File: src/rtl/cg_sweep_misr_if.sv
// Harness-side bundle for cg_sweep_misr: sweep control, netlist vector/response and MISR results.
// The harness (master) drives control and response; the sweep stage (slave) drives vector and results.
interface cg_sweep_misr_if #(
   parameter int N_IN  = 11,
   parameter int N_OUT = 11,
   parameter int W     = 16
);
   logic              start;
   logic              stall;
   logic [W-1:0]      exp_sig;
   logic [N_IN-1:0]   vec_out;
   logic [N_OUT-1:0]  resp_in;
   logic              busy;
   logic              done;
   logic [W-1:0]      sig;
   logic [N_IN:0]     hit_cnt;
   logic              pass;

   modport master (
      output start, stall, exp_sig, resp_in,
      input  vec_out, busy, done, sig, hit_cnt, pass
   );

   modport slave (
      input  start, stall, exp_sig, resp_in,
      output vec_out, busy, done, sig, hit_cnt, pass
   );
endinterface

File: src/rtl/cg_sweep_misr.sv
// Exhaustive input sweep around a combinational netlist, compacting its responses into a MISR
// signature and counting vectors where one selected response bit is set.
//
// state   | meaning
// S_IDLE  | after reset, waiting for start
// S_SWEEP | driving vectors and absorbing responses (frozen while stall)
// S_DONE  | sweep complete, signature and hit count held, pass valid
module cg_sweep_misr #(
   parameter int           N_IN    = 11,
   parameter int           N_OUT   = 11,
   parameter int           W       = 16,
   parameter logic [W-1:0] POLY    = 16'h1021,
   parameter logic [W-1:0] SEED    = 16'hFFFF,
   parameter int           HIT_BIT = 0
) (
   input  logic              clk,
   input  logic              rst,
   cg_sweep_misr_if.slave    bus
);

   typedef enum logic [1:0] {
      S_IDLE  = 2'd0,
      S_SWEEP = 2'd1,
      S_DONE  = 2'd2
   } state_t;

   localparam logic [N_IN-1:0] VEC_MAX = {N_IN{1'b1}};

   state_t            state_q, state_d;
   logic [N_IN-1:0]   vec_q,   vec_d;
   logic [W-1:0]      sig_q,   sig_d;
   logic [N_IN:0]     hit_q,   hit_d;
   logic              busy_q,  busy_d;
   logic              done_q,  done_d;

   logic [N_OUT-1:0]  resp;
   logic [W-1:0]      misr_next;

   assign resp      = bus.resp_in;
   assign misr_next = {sig_q[W-2:0], 1'b0} ^ (sig_q[W-1] ? POLY : '0) ^ W'(resp);

   always_comb begin
      state_d = state_q;
      vec_d   = vec_q;
      sig_d   = sig_q;
      hit_d   = hit_q;
      busy_d  = busy_q;
      done_d  = done_q;
      case (state_q)
         S_IDLE, S_DONE: begin
            if (bus.start) begin
               state_d = S_SWEEP;
               vec_d   = '0;
               sig_d   = SEED;
               hit_d   = '0;
               busy_d  = 1'b1;
               done_d  = 1'b0;
            end
         end
         S_SWEEP: begin
            // resp_in belongs to the vector on vec_out now, so absorb and advance on one edge
            if (!bus.stall) begin
               sig_d = misr_next;
               hit_d = hit_q + (N_IN+1)'(resp[HIT_BIT]);
               if (vec_q == VEC_MAX) begin
                  state_d = S_DONE;
                  vec_d   = '0;
                  busy_d  = 1'b0;
                  done_d  = 1'b1;
               end else begin
                  vec_d = vec_q + 1'b1;
               end
            end
         end
         default: begin
            state_d = S_IDLE;
            vec_d   = '0;
            busy_d  = 1'b0;
            done_d  = 1'b0;
         end
      endcase
   end

   always_ff @(posedge clk or posedge rst) begin
      if (rst) begin
         state_q <= S_IDLE;
         vec_q   <= '0;
         sig_q   <= SEED;
         hit_q   <= '0;
         busy_q  <= 1'b0;
         done_q  <= 1'b0;
      end else begin
         state_q <= state_d;
         vec_q   <= vec_d;
         sig_q   <= sig_d;
         hit_q   <= hit_d;
         busy_q  <= busy_d;
         done_q  <= done_d;
      end
   end

   assign bus.vec_out = vec_q;
   assign bus.sig     = sig_q;
   assign bus.hit_cnt = hit_q;
   assign bus.busy    = busy_q;
   assign bus.done    = done_q;
   // pass follows exp_sig combinationally so a late-arriving golden value is still judged
   assign bus.pass    = done_q & (sig_q == bus.exp_sig);

endmodule

File: src/flat_wrapper.sv
// flat-port wrapper written by rule: the top's interface ports become plain ports
module cg_sweep_misr_flat 
#(
   parameter int           N_IN    = 11,
   parameter int           N_OUT   = 11,
   parameter int           W       = 16,
   parameter logic [W-1:0] POLY    = 16'h1021,
   parameter logic [W-1:0] SEED    = 16'hFFFF,
   parameter int           HIT_BIT = 0
)
  (clk, rst, bus_start, bus_stall, bus_exp_sig, bus_resp_in, bus_vec_out, bus_busy, bus_done, bus_sig, bus_hit_cnt, bus_pass);
  cg_sweep_misr_if #(.N_IN(N_IN), .N_OUT(N_OUT), .W(W)) bus_i ();
  input  logic clk;
  input  logic rst;
  input wire logic [$bits(bus_i.start)-1:0] bus_start;
  input wire logic [$bits(bus_i.stall)-1:0] bus_stall;
  input wire logic [$bits(bus_i.exp_sig)-1:0] bus_exp_sig;
  input wire logic [$bits(bus_i.resp_in)-1:0] bus_resp_in;
  output wire logic [$bits(bus_i.vec_out)-1:0] bus_vec_out;
  output wire logic [$bits(bus_i.busy)-1:0] bus_busy;
  output wire logic [$bits(bus_i.done)-1:0] bus_done;
  output wire logic [$bits(bus_i.sig)-1:0] bus_sig;
  output wire logic [$bits(bus_i.hit_cnt)-1:0] bus_hit_cnt;
  output wire logic [$bits(bus_i.pass)-1:0] bus_pass;
  assign bus_i.start = bus_start;
  assign bus_i.stall = bus_stall;
  assign bus_i.exp_sig = bus_exp_sig;
  assign bus_i.resp_in = bus_resp_in;
  assign bus_vec_out = bus_i.vec_out;
  assign bus_busy = bus_i.busy;
  assign bus_done = bus_i.done;
  assign bus_sig = bus_i.sig;
  assign bus_hit_cnt = bus_i.hit_cnt;
  assign bus_pass = bus_i.pass;
  cg_sweep_misr #(.N_IN(N_IN), .N_OUT(N_OUT), .W(W), .POLY(POLY), .SEED(SEED), .HIT_BIT(HIT_BIT)) u_core (.clk(clk), .rst(rst), .bus(bus_i));
endmodule
File: config.mk
export PLATFORM = sky130hd
export DESIGN_NAME = cg_sweep_misr_flat
export DESIGN_NICKNAME = d
export VERILOG_FILES = /design/src/rtl/cg_sweep_misr_if.sv /design/src/rtl/cg_sweep_misr.sv /design/src/flat_wrapper.sv
export SDC_FILE = /design/constraint.sdc
export NUM_CORES = 1
export LEC_CHECK = 0
export BUFFER_PORTS_ARGS = -buffer_cell sky130_fd_sc_hd__buf_2
export CORE_UTILIZATION = 51
export DETAILED_ROUTE_END_ITERATION = 6
export PLACE_DENSITY = 0.77
export SYNTH_ARGS = -nofsm -noshare
export SYNTH_HDL_FRONTEND = slang
export SYNTH_SLANG_ARGS = --single-unit
File: constraint.sdc
create_clock -name clk -period 2.1 [get_ports clk]
set_input_delay 0.42 -clock clk [delete_from_list [all_inputs] [get_ports clk]]
set_output_delay 0.42 -clock clk [all_outputs]
set_load 0.05 [all_outputs]
Yosys cells after proc, flatten, opt, wreduce, memory -nomap -nowiden. Cells that the tools add are included.

Add/subtract/negate cells: 2. Multiply operators: 0. Divide/modulo/power cells: 0. Order comparisons: 0. Equal/unequal tests: 7. Shift-type cells: 0. Mux-type cells: 23. Bitwise operators: 3. Reductions and logical operators: 6.

Operators with widths (number): two-way mux 11 bit (3); two-way mux 16 bit (2); case mux 16 bit (2 select lines) (1); two-way mux 12 bit (2); case mux 12 bit (2 select lines) (1); case mux 11 bit (2 select lines) (1); equality test 16 bit (1); XOR 16 x 11 -> 16 bit (1); XOR 16 bit (1); two-way mux 13 bit (1); adder 12 x 1 -> 12 bit (1); adder 11 x 1 -> 11 bit, second input constant (1); equality test 11 bit, second input constant (1); two-way mux 1 bit (6); two-way mux 2 bit (3); AND reduction 3 bit (2); inequality test 2 bit, second input constant (2); case mux 1 bit (2 select lines) (2); case mux 2 bit (2 select lines) (1); equality test 2 x 1 -> 1 bit, second input constant (1); equality test 2 bit, second input constant (1); zero test 2 bit (1); inequality test 2 x 1 -> 1 bit, second input constant (1); AND reduction 2 bit (1); other kinds (3) (3).

Register bits: 43. Latch bits: 0. RAM bits: 0. Bits in read-only memories: 0. Input bits: 31. Word-level logic and storage cells: 47. Memories: 0.

Depth between registers and ports, before layout.
Word-level depth: 5. Mapped depth: 6.

Worst setup path before layout. OpenSTA, ideal clock, no wires.

Kind: flip-flop to output port. Start: reg u_core.sig_q[15] (netlist: u_core.bus.sig[15]). End: out bus_pass. Data arrival time: 2.723 ns. Path slack: -1.043 ns. Stages on the path, launching flop included: 5. Path buffers: 1. Cells stage by stage: dfstp_2 clkbuf_1 xnor2_1 nand4_1 nor4_1.

Cells in the longest elaborated chain, start to end: 2.

Ends and longest elaborated chain: start: declaration (RTL line cg_sweep_misr.sv:31) `logic [W-1:0] sig_q, sig_d;`; start signal: assignment (RTL line cg_sweep_misr.sv:95) `sig_q <= sig_d;`; equality test 16 bit (RTL line cg_sweep_misr.sv:108) `assign bus.pass = done_q & (sig_q == bus.exp_sig);`; AND 1 bit (RTL line cg_sweep_misr.sv:108); end: declaration (RTL line flat_wrapper.sv:24) `output wire logic [$bits(bus_i.pass)-1:0] bus_pass;`.

No other way between the ends.

Worst setup path after layout.
Start: reg u_core.sig_q[5] (netlist: u_core.bus.sig[5]). End: out bus_pass.

Same word-level chain as after synthesis.

==> reports/metrics.cfg <==
[status]
run_status = finished with violations
violations = negative setup slack

[timing]
skew_ns = 0.00779
max_slew_margin_pct = 64.0
grt_setup_unrepaired = true
slew_viol_final = 0
holdWs_ns = 0.248
hold_viol = 0
worst_slack_ns = -0.119
fmax_ghz = 0.451
finalCritPeriodShare_pct = 106
setup_violations = 1
min_period_ns = 2.22
tightest_slew_ns = 0.539

[grt]
grt_antenna_before_repair = 0
grtUsageMet2_pct = 36.2
busiest_layer = met2
grt_max_degree = 44
use_met3_pct = 6.91
grt_pass1_wl_um = 8000
use_met1_pct = 30.6
grt_pass1_vias = 1765
grt_use_total_pct = 23.0
grt-ovfl-total = 0

[worst_setup_path]
reg2reg_depth = 5
critPathLaunch = u_core.bus.sig[5]
worstSetupStartpointType = flop
crit_end = bus_pass
ff2ff_setup_slack_ns = 0.42
crit_type = flop to output port
timing.rr.start = u_core.state_q[0]
crit_arrival_ns = 1.80
worstReg2RegEnd = u_core.bus.hit_cnt[5]
crit_required_ns = 1.68
critPathMaxFanout = 2
end_kind = output port

[power_and_ir_drop]
fin_total_pwr_mw = 3.86
p_leak_nw = 1.31
vdd_drop_max_mv = 0.832
powerDensity_nw_per_um2 = 1350

[drt]
dr.first_iter.drc_count = 106
drt_wl_total_um = 5270
post_drt_wl_per_cell_um = 14.4
vias_per_cell = 5.47
detail-route-antenna-nets = 0
drc = 0
firstDrtPassIters = 4
num_vias = 2001

[clocking]
cts_tree = yes
cts_root_buf = clkbuf_8
ctsLongestPathBuffers = 2
clk-insertion-delay-late_ns = 0.30
cts.sink_count = 43
cts-buffers-inserted = 5
clk_transition_reported_paths_ns = 0.08
h-tree-depth = 2

[logic_synthesis]
yosys_warnings = 0
yosysSeqAreaShare_pct = 48.1
synth-edff-count = 0
syn-cell-area_sq_um = 2280
synthDistinctLibCells = 38
synth_area_per_cell_sq_um = 9.71
async_flop_share_pct = 100
synth_nets = 269
synth_seq_cells = 43
netlist_instances = 235
ys.flop_type = dfrtp_1

[place]
portBuffers = 72
placed_cells = 356
place_congestion = 0.812
dpl.hpwl_um = 3760

[worst_hold_path]
hold_class = input pin to asynchronous set/reset pin

[run]
drv_cap = 0

[final_layout]
num_antenna_cells = 0
nets = 349
syn2layout_area_growth_pct = 25.2
drive_above_1_share_pct = 35.1
final_cells = 366

[floorplan]
core_area_sq_um = 4140
dieArea_sq_um = 4740
start_util_pct = 55.0
chipHeight_um = 68.9
die_w_um = 68.9
rows = 23
io_pins = 73

## routing by layer
layer | routed length (um) | share of wire [%]
met5 | 0 | 0
met4 | 61 | 1.2
met3 | 249 | 4.7
met2 | 2540 | 48
met1 | 2410 | 46
## how the worst min path moves through the flow
stage,start,end,slack [ns],cells past startpoint
final,rst,u_core.bus.vec_out[10],0.25,3
after global routing,rst,u_core.bus.vec_out[0],0.31,3
after CTS,rst,u_core.bus.vec_out[6],0.26,3
after detailed placement,u_core.bus.hit_cnt[6],u_core.bus.hit_cnt[6],0.49,1
after global placement,u_core.bus.sig[10],u_core.bus.sig[11],0.49,2
after floorplan,bus_stall,u_core.bus.vec_out[8],0.52,1
## stage by stage
step | util (%) | setup TNS [ns] | cell area (sq um) | worst slack (ns)
final | 68.9 | -0.119 | 2860 | -0.119
after global routing | 68.9 | -0.197 | 2860 | -0.197
after CTS | 68.9 | -0.117 | 2860 | -0.117
after detailed placement | 66.4 | 0 | 2750 | 0.00985
after global placement | 66.4 | 0 | 2750 | 0.0773
after floorplan | - | -0.166 | 2300 | -0.166
## cell usage after synthesis, types with 2 or more instances
library cell,instances,area [sq um]
ha_1,3,37.5
xor2_1,10,87.6
o31ai_1,2,15.0
and3_1,3,18.8
o211ai_1,3,22.5
nor3b_1,2,15.0
buf_1,3,11.3
nand2_1,19,71.3
inv_1,5,18.8
nor3_1,12,60.1
nand2b_1,2,12.5
clkbuf_1,3,11.3
nor4_1,2,12.5
nor2_1,17,63.8
xnor2_1,31,272
and4_1,3,26.3
buf_2,3,15.0
nand4_1,8,50.1
dfstp_2,16,420
dfrtp_1,27,676
nor4b_1,2,17.5
nor2b_1,2,12.5
o21ai_0,18,90.1
a21oi_1,17,85.1
nand3_1,8,40.0
a31oi_1,2,12.5
## flip-flops by register name, indices dropped and copies added (netlist names)
register / flops
u_core.bus.sig: 16
u_core.bus.vec_out: 11
u_core.bus.done: 1
u_core.bus.hit_cnt: 12
u_core.bus.busy: 1
u_core.state_q: 2
## timing repair
action	4_1_cts	5_1_grt
endpoints found under the setup margin	1	1
pin swaps	4	2
gates cloned	0	0
gates resized for setup	2	0
buffers inserted	2	0
hold buffers	0	0
## layout make-up
cell class                 instances  area (sq um)
fill                             372          1290
multi-input combinational        178          1150
sequential                        43          1100
timing repair buffer              82           442
clock buffer                       6          72.6
tap                               50          62.6
inverter                           5          18.8
clock inverter                     2          12.5
## cell usage in the layout, fill, tap and decap left out, types with 2 or more instances in the layout
| master | n |
|---|---|
| a21oi_1 | 17 |
| a31oi_1 | 2 |
| and3_1 | 3 |
| and4_1 | 3 |
| buf_2 | 71 |
| buf_4 | 10 |
| clkbuf_8 | 5 |
| dfrtp_1 | 27 |
| dfstp_2 | 16 |
| ha_1 | 3 |
| inv_1 | 5 |
| nand2_1 | 19 |
| nand2b_1 | 2 |
| nand3_1 | 8 |
| nand4_1 | 8 |
| nor2_1 | 17 |
| nor3_1 | 12 |
| nor3b_1 | 2 |
| nor4b_1 | 2 |
| o211ai_1 | 3 |
| o21ai_0 | 18 |
| o31ai_1 | 2 |
| xnor2_1 | 31 |
| xor2_1 | 10 |
## worst max-delay path, cell delays in order (launching register included)
cell and delay (ns):
dfstp_2 0.55, xor2_1 0.07, nor4_1 0.29, nand4_1 0.20, nor4_4 0.20, buf_6 0.20
## report_power, final
| part | switching (mW) | total [mW] | internal (mW) |
|---|---|---|---|
| registers | 0.297 | 1.46 | 1.16 |
| clock network | 0.295 | 0.528 | 0.233 |
| logic | 1.29 | 1.87 | 0.576 |
## cells by family after synthesis
family,share of synthesized area (%)
compound gates,11.8
xor+xnor,15.7
fa+ha+maj,1.65
buf+inv,2.47
flops,48.1
simple gates,20.3
No activity file was read; power rests on OpenSTA's default activity.
